===== src/rtl/pipelined_rca.sv =====
// pipelined_rca: valid/ready pipelined ripple-carry adder/subtractor, one SEG-bit ripple segment per stage
module pipelined_rca #(
  parameter int WIDTH = 16,
  parameter int SEG   = 4
) (
  input  logic             clk,
  input  logic             rst_n,
  input  logic             in_valid,
  output logic             in_ready,
  input  logic [WIDTH-1:0] in_1,
  input  logic [WIDTH-1:0] in_2,
  input  logic             c_in,
  input  logic             sub,
  output logic             out_valid,
  input  logic             out_ready,
  output logic [WIDTH-1:0] sum,
  output logic             c_out,
  output logic             ovf
);
  localparam int NSTG = WIDTH / SEG;
  logic             w_en;
  logic             w_acc;
  logic [WIDTH-1:0] w_b;
  logic             w_cin;
  logic             w_ovf;
  logic [NSTG-1:0]  w_co;
  logic [NSTG-1:0]  r_v;
  logic [NSTG-1:0]  r_c;
  logic             r_ovf;
  assign out_valid = r_v[NSTG-1];
  assign w_en      = !out_valid || out_ready;
  assign in_ready  = w_en;
  assign w_acc     = in_valid && w_en;
  assign w_b       = sub ? ~in_2 : in_2;
  assign w_cin     = sub | c_in;
  assign c_out     = r_c[NSTG-1];
  assign ovf       = r_ovf;
  assign sum       = g_stg[NSTG-1].r_s;
  always_ff @(posedge clk) begin
    if (!rst_n) begin
      r_v   <= '0;
      r_c   <= '0;
      r_ovf <= 1'b0;
    end else if (w_en) begin
      r_v   <= (r_v << 1) | NSTG'(w_acc);
      r_c   <= w_co;
      r_ovf <= w_ovf;
    end
  end
  for (genvar k = 0; k < NSTG; k++) begin : g_stg
    localparam int RW = WIDTH - k * SEG;
    logic [RW-1:0]         w_a;
    logic [RW-1:0]         w_bb;
    logic                  w_ci;
    logic [SEG-1:0]        w_sl;
    logic [(k+1)*SEG-1:0]  r_s;
    assign {w_co[k], w_sl} = {1'b0, w_a[SEG-1:0]} + {1'b0, w_bb[SEG-1:0]} + (SEG+1)'(w_ci);
    if (k == 0) begin : g_in
      assign w_a  = in_1;
      assign w_bb = w_b;
      assign w_ci = w_cin;
      always_ff @(posedge clk) begin
        if (!rst_n) r_s <= '0;
        else if (w_en) r_s <= w_sl;
      end
    end else begin : g_in
      assign w_a  = g_stg[k-1].g_op.r_a;
      assign w_bb = g_stg[k-1].g_op.r_b;
      assign w_ci = r_c[k-1];
      always_ff @(posedge clk) begin
        if (!rst_n) r_s <= '0;
        else if (w_en) r_s <= {w_sl, g_stg[k-1].r_s};
      end
    end
    // upper operand slices ride along until their segment's carry arrives
    if (k < NSTG - 1) begin : g_op
      logic [RW-SEG-1:0] r_a;
      logic [RW-SEG-1:0] r_b;
      always_ff @(posedge clk) begin
        if (!rst_n) begin
          r_a <= '0;
          r_b <= '0;
        end else if (w_en) begin
          r_a <= w_a[RW-1:SEG];
          r_b <= w_bb[RW-1:SEG];
        end
      end
    end
    if (k == NSTG - 1) begin : g_ovf
      assign w_ovf = w_a[SEG-1] ^ w_bb[SEG-1] ^ w_sl[SEG-1] ^ w_co[k];
    end
  end
endmodule


===== config.mk =====
export PLATFORM = sky130hd
export DESIGN_NAME = pipelined_rca
export DESIGN_NICKNAME = d
export VERILOG_FILES = /design/src/rtl/pipelined_rca.sv
export SDC_FILE = /design/constraint.sdc
export NUM_CORES = 1
export LEC_CHECK = 0
export ABC_AREA = 1
export BUFFER_PORTS_ARGS = -buffer_cell sky130_fd_sc_hd__buf_2
export CAP_MARGIN = 20
export CORE_MARGIN = 2
export CORE_UTILIZATION = 30
export DETAILED_ROUTE_END_ITERATION = 16
export PLACE_DENSITY = 0.51
export SLEW_MARGIN = 20
export SYNTH_ARGS = -nofsm -noshare
export SYNTH_HDL_FRONTEND = slang
export SYNTH_SLANG_ARGS = --single-unit

===== constraint.sdc =====
create_clock -name clk -period 3.9 [get_ports clk]
set_input_delay 0.585 -clock clk [delete_from_list [all_inputs] [get_ports clk]]
set_output_delay 0.585 -clock clk [all_outputs]
set_load 0.1 [all_outputs]

==> impl_metrics.tcl <==
set metrics [dict create \
    outcome "complete, no violations" \
    grt_pass1_wl_um 14300 \
    critical_path.slowest_cell "buf_2" \
    vias 3251 \
    n_fill_cell 1419 \
    core-area_um2 13300 \
    worstRegToRegCells 6 \
    hold_path_class "reg -> reg" \
    antenna_cells 0 \
    clock_latency_ns 0.34 \
    rsz0062_at_grt "false" \
    synth.ff_latch_count 97 \
    routed-wl-met3_um 303 \
    placed_cell_area_um2 4460 \
    die_area_um2 14600 \
    final_antenna_net_count 0 \
    crit_chain "inv_1, nor2_4, inv_4, buf_2" \
    clkSlewWorstSetupHoldPaths_ns 0.07 \
    period_needed_ns 2.41 \
    synth_seq_area_share_pct 47.3 \
    ir_drop_mv 0.256 \
    dr.pass1.iters 4 \
    clock_sinks 97 \
    slew_headroom_pct 49.0 \
    reg2reg_to "r_c[1]" \
    crit_fanout 71 \
    dr_wl_met2_um 3430 \
    drc 0 \
    rows 42 \
    drv_cap 0 \
    power_leakage_nw 2.34 \
    clock_skew_ns 0.00488 \
    slew_viol_final 0 \
    cts-root-buf "clkbuf_16" \
    setup-tns-final_ns 0 \
    reg2reg_from "r_v[3]" \
    final_cell_mix "131 x nor2_1, 97 x dfxtp_1, 92 x o21ai_0" \
    io_pins 58 \
    yosysTopAreaCell "dfxtp_1" \
    cts_setup_buffers 0 \
    tritoncts "done" \
    crit_buf_inv 3 \
    wire_per_inst_um 11.5 \
    grt_antenna_before_repair 0 \
    initial_core_util_pct 30.9 \
    drt_wl_total_um 8480 \
    drtIter0Drc 221 \
    r2r_slack_ns 2.07 \
    netlist.area_leader.share_pct 47.3 \
    crit_family "buffers and inverters" \
    portBuffers 57 \
    maxClockFrequency_ghz 0.415 \
    timing_worst_setup_path_type "reg -> out" \
    final_common_cell "nor2_1" \
    worst_slack_ns 1.49 \
    syn_area_um2 4110 \
    finalPower_mw 2.35 \
    hold_buffers 0 \
    ys_top_cells_by_area "dfxtp_1 47%, nor2_1 12%, o21ai_0 11%, fa_1 3.9%, ha_1 3.7%" \
    track_usage_pct 12.2 \
    final_cell_area_um2 4790 \
    grt_pass1_vias 3088 \
    die_h_um 121 \
    gr-total-overflow 0 \
    syn_nets 575 \
    cp_data_arrival_time_ns 1.83 \
    finalWeightedCongestion 0.814 \
    dp_slack_ns 1.55 \
    drt-vias-per-instance 4.41 \
    setup_violations 0 \
    endpoint "in_ready" \
    postCtsResizedCells 0 \
    cts.htree.levels 3 \
    power_density_nw_per_um2 491 \
    worstSetupStartpoint "r_v[3]" \
    drt-met1-wl_um 4580 \
    grt_max_degree 79 \
    hold_viol 0 \
    path_depth 4 \
    timing.final.crit_share_pct 61.8 \
    cp.required_ns 3.31 \
    synth_cells 517 \
    die_w_um 121 \
    cts-buffers-inserted 9 \
    slowest_delay_ns 0.55 \
    cp-start-kind "register" \
    synth.avg_cell_area_um2 7.94 \
    drive_above_1_share_pct 15.3 \
    worst_pin_slew_ns 0.766 \
    dr.max_layer_used "met4" \
    nets 615 \
    synth.distinct_cells 25 \
    clockBufferDepth 2 \
    syn2layout_area_growth_pct 16.5 \
    synth_warnings 0 \
    dp.final_hpwl_um 5600 \
    cp-end-kind "output port" \
]
==> power by group <==
group | internal [mW] | switching, mW | leakage (nW)
Sequential | 1.07 | 0.0369 | 0.798
Combinational | 0.0969 | 0.205 | 1.39
Clock | 0.564 | 0.379 | 0.149
==> how the worst min path moves through the flow <==
stage | start | cells after the start | slack (ns) | to
after floorplan | r_v[2] | 2 | 0.42 | r_v[2]
after global placement | r_v[2] | 2 | 0.44 | r_v[2]
after detailed placement | r_v[2] | 2 | 0.44 | r_v[2]
after CTS | r_v[2] | 2 | 0.45 | r_v[2]
after global routing | r_v[2] | 2 | 0.47 | r_v[2]
final | r_v[2] | 2 | 0.45 | r_v[2]
==> cell usage after synthesis (all sizes together) <==
cell type,number
nor2,132
o21ai,98
dfxtp,97
inv,35
nand2,34
a21oi,28
buf,18
clkbuf,14
ha,12
nand3,11
xnor2,9
fa,8
or2,8
a31oi,5
xor2,5
nand3b,1
o211ai,1
o21a,1
==> stage by stage <==
stage | utilization, % | instances | hold WS [ns]
floorplan | - | 517 | 0.424
global placement | 33.6 | 722 | 0.443
detailed placement | 33.6 | 722 | 0.443
CTS | 36.0 | 738 | 0.453
global route | 36.0 | 738 | 0.475
finish | 36.0 | 738 | 0.448
==> flip-flops by register name, indices dropped and copies added, names as in the netlist <==
register,count
g_stg.g_op.r_a,24
g_stg.g_op.r_b,24
g_stg.r_s,24
ovf,1
r_c,4
r_v,4
sum,16
==> cells by family after synthesis <==
kind of cell | synth area share (%)
buffers and inverters | 7.59
adder cells (fa/ha/maj) | 7.56
XOR/XNOR | 2.99
flip-flops | 47.3
AO/OA/AOI/OAI | 16.5
AND/OR/NAND/NOR | 18.1
==> area by class of cell <==
class / count / area, µm² / share of cell area, %
inverter: 35 / 134 / 2.80
multi-input combinational: 353 / 1850 / 38.7
clock buffer: 10 / 229 / 4.78
sequential: 97 / 1940 / 40.6
clock inverter: 6 / 92.6 / 1.93
timing repair buffer: 61 / 315 / 6.59
tap: 176 / 220 / 4.60
==> layer usage <==
layer	vias to the layer above	GRT usage (%)
met1	1445	17.1
li1	1743	-
met4	0	5.45
met5	-	0
met2	51	17.8
met3	12	2.77
==> worst register-to-register path, stage by stage (launching register included) <==
cell	delay, ns
dfxtp_1	0.31
inv_1	0.09
nor2_4	0.05
inv_4	0.45
buf_4	0.57
o21ai_0	0.15
a21oi_1	0.15
Power figures use the tool's default switching activity.
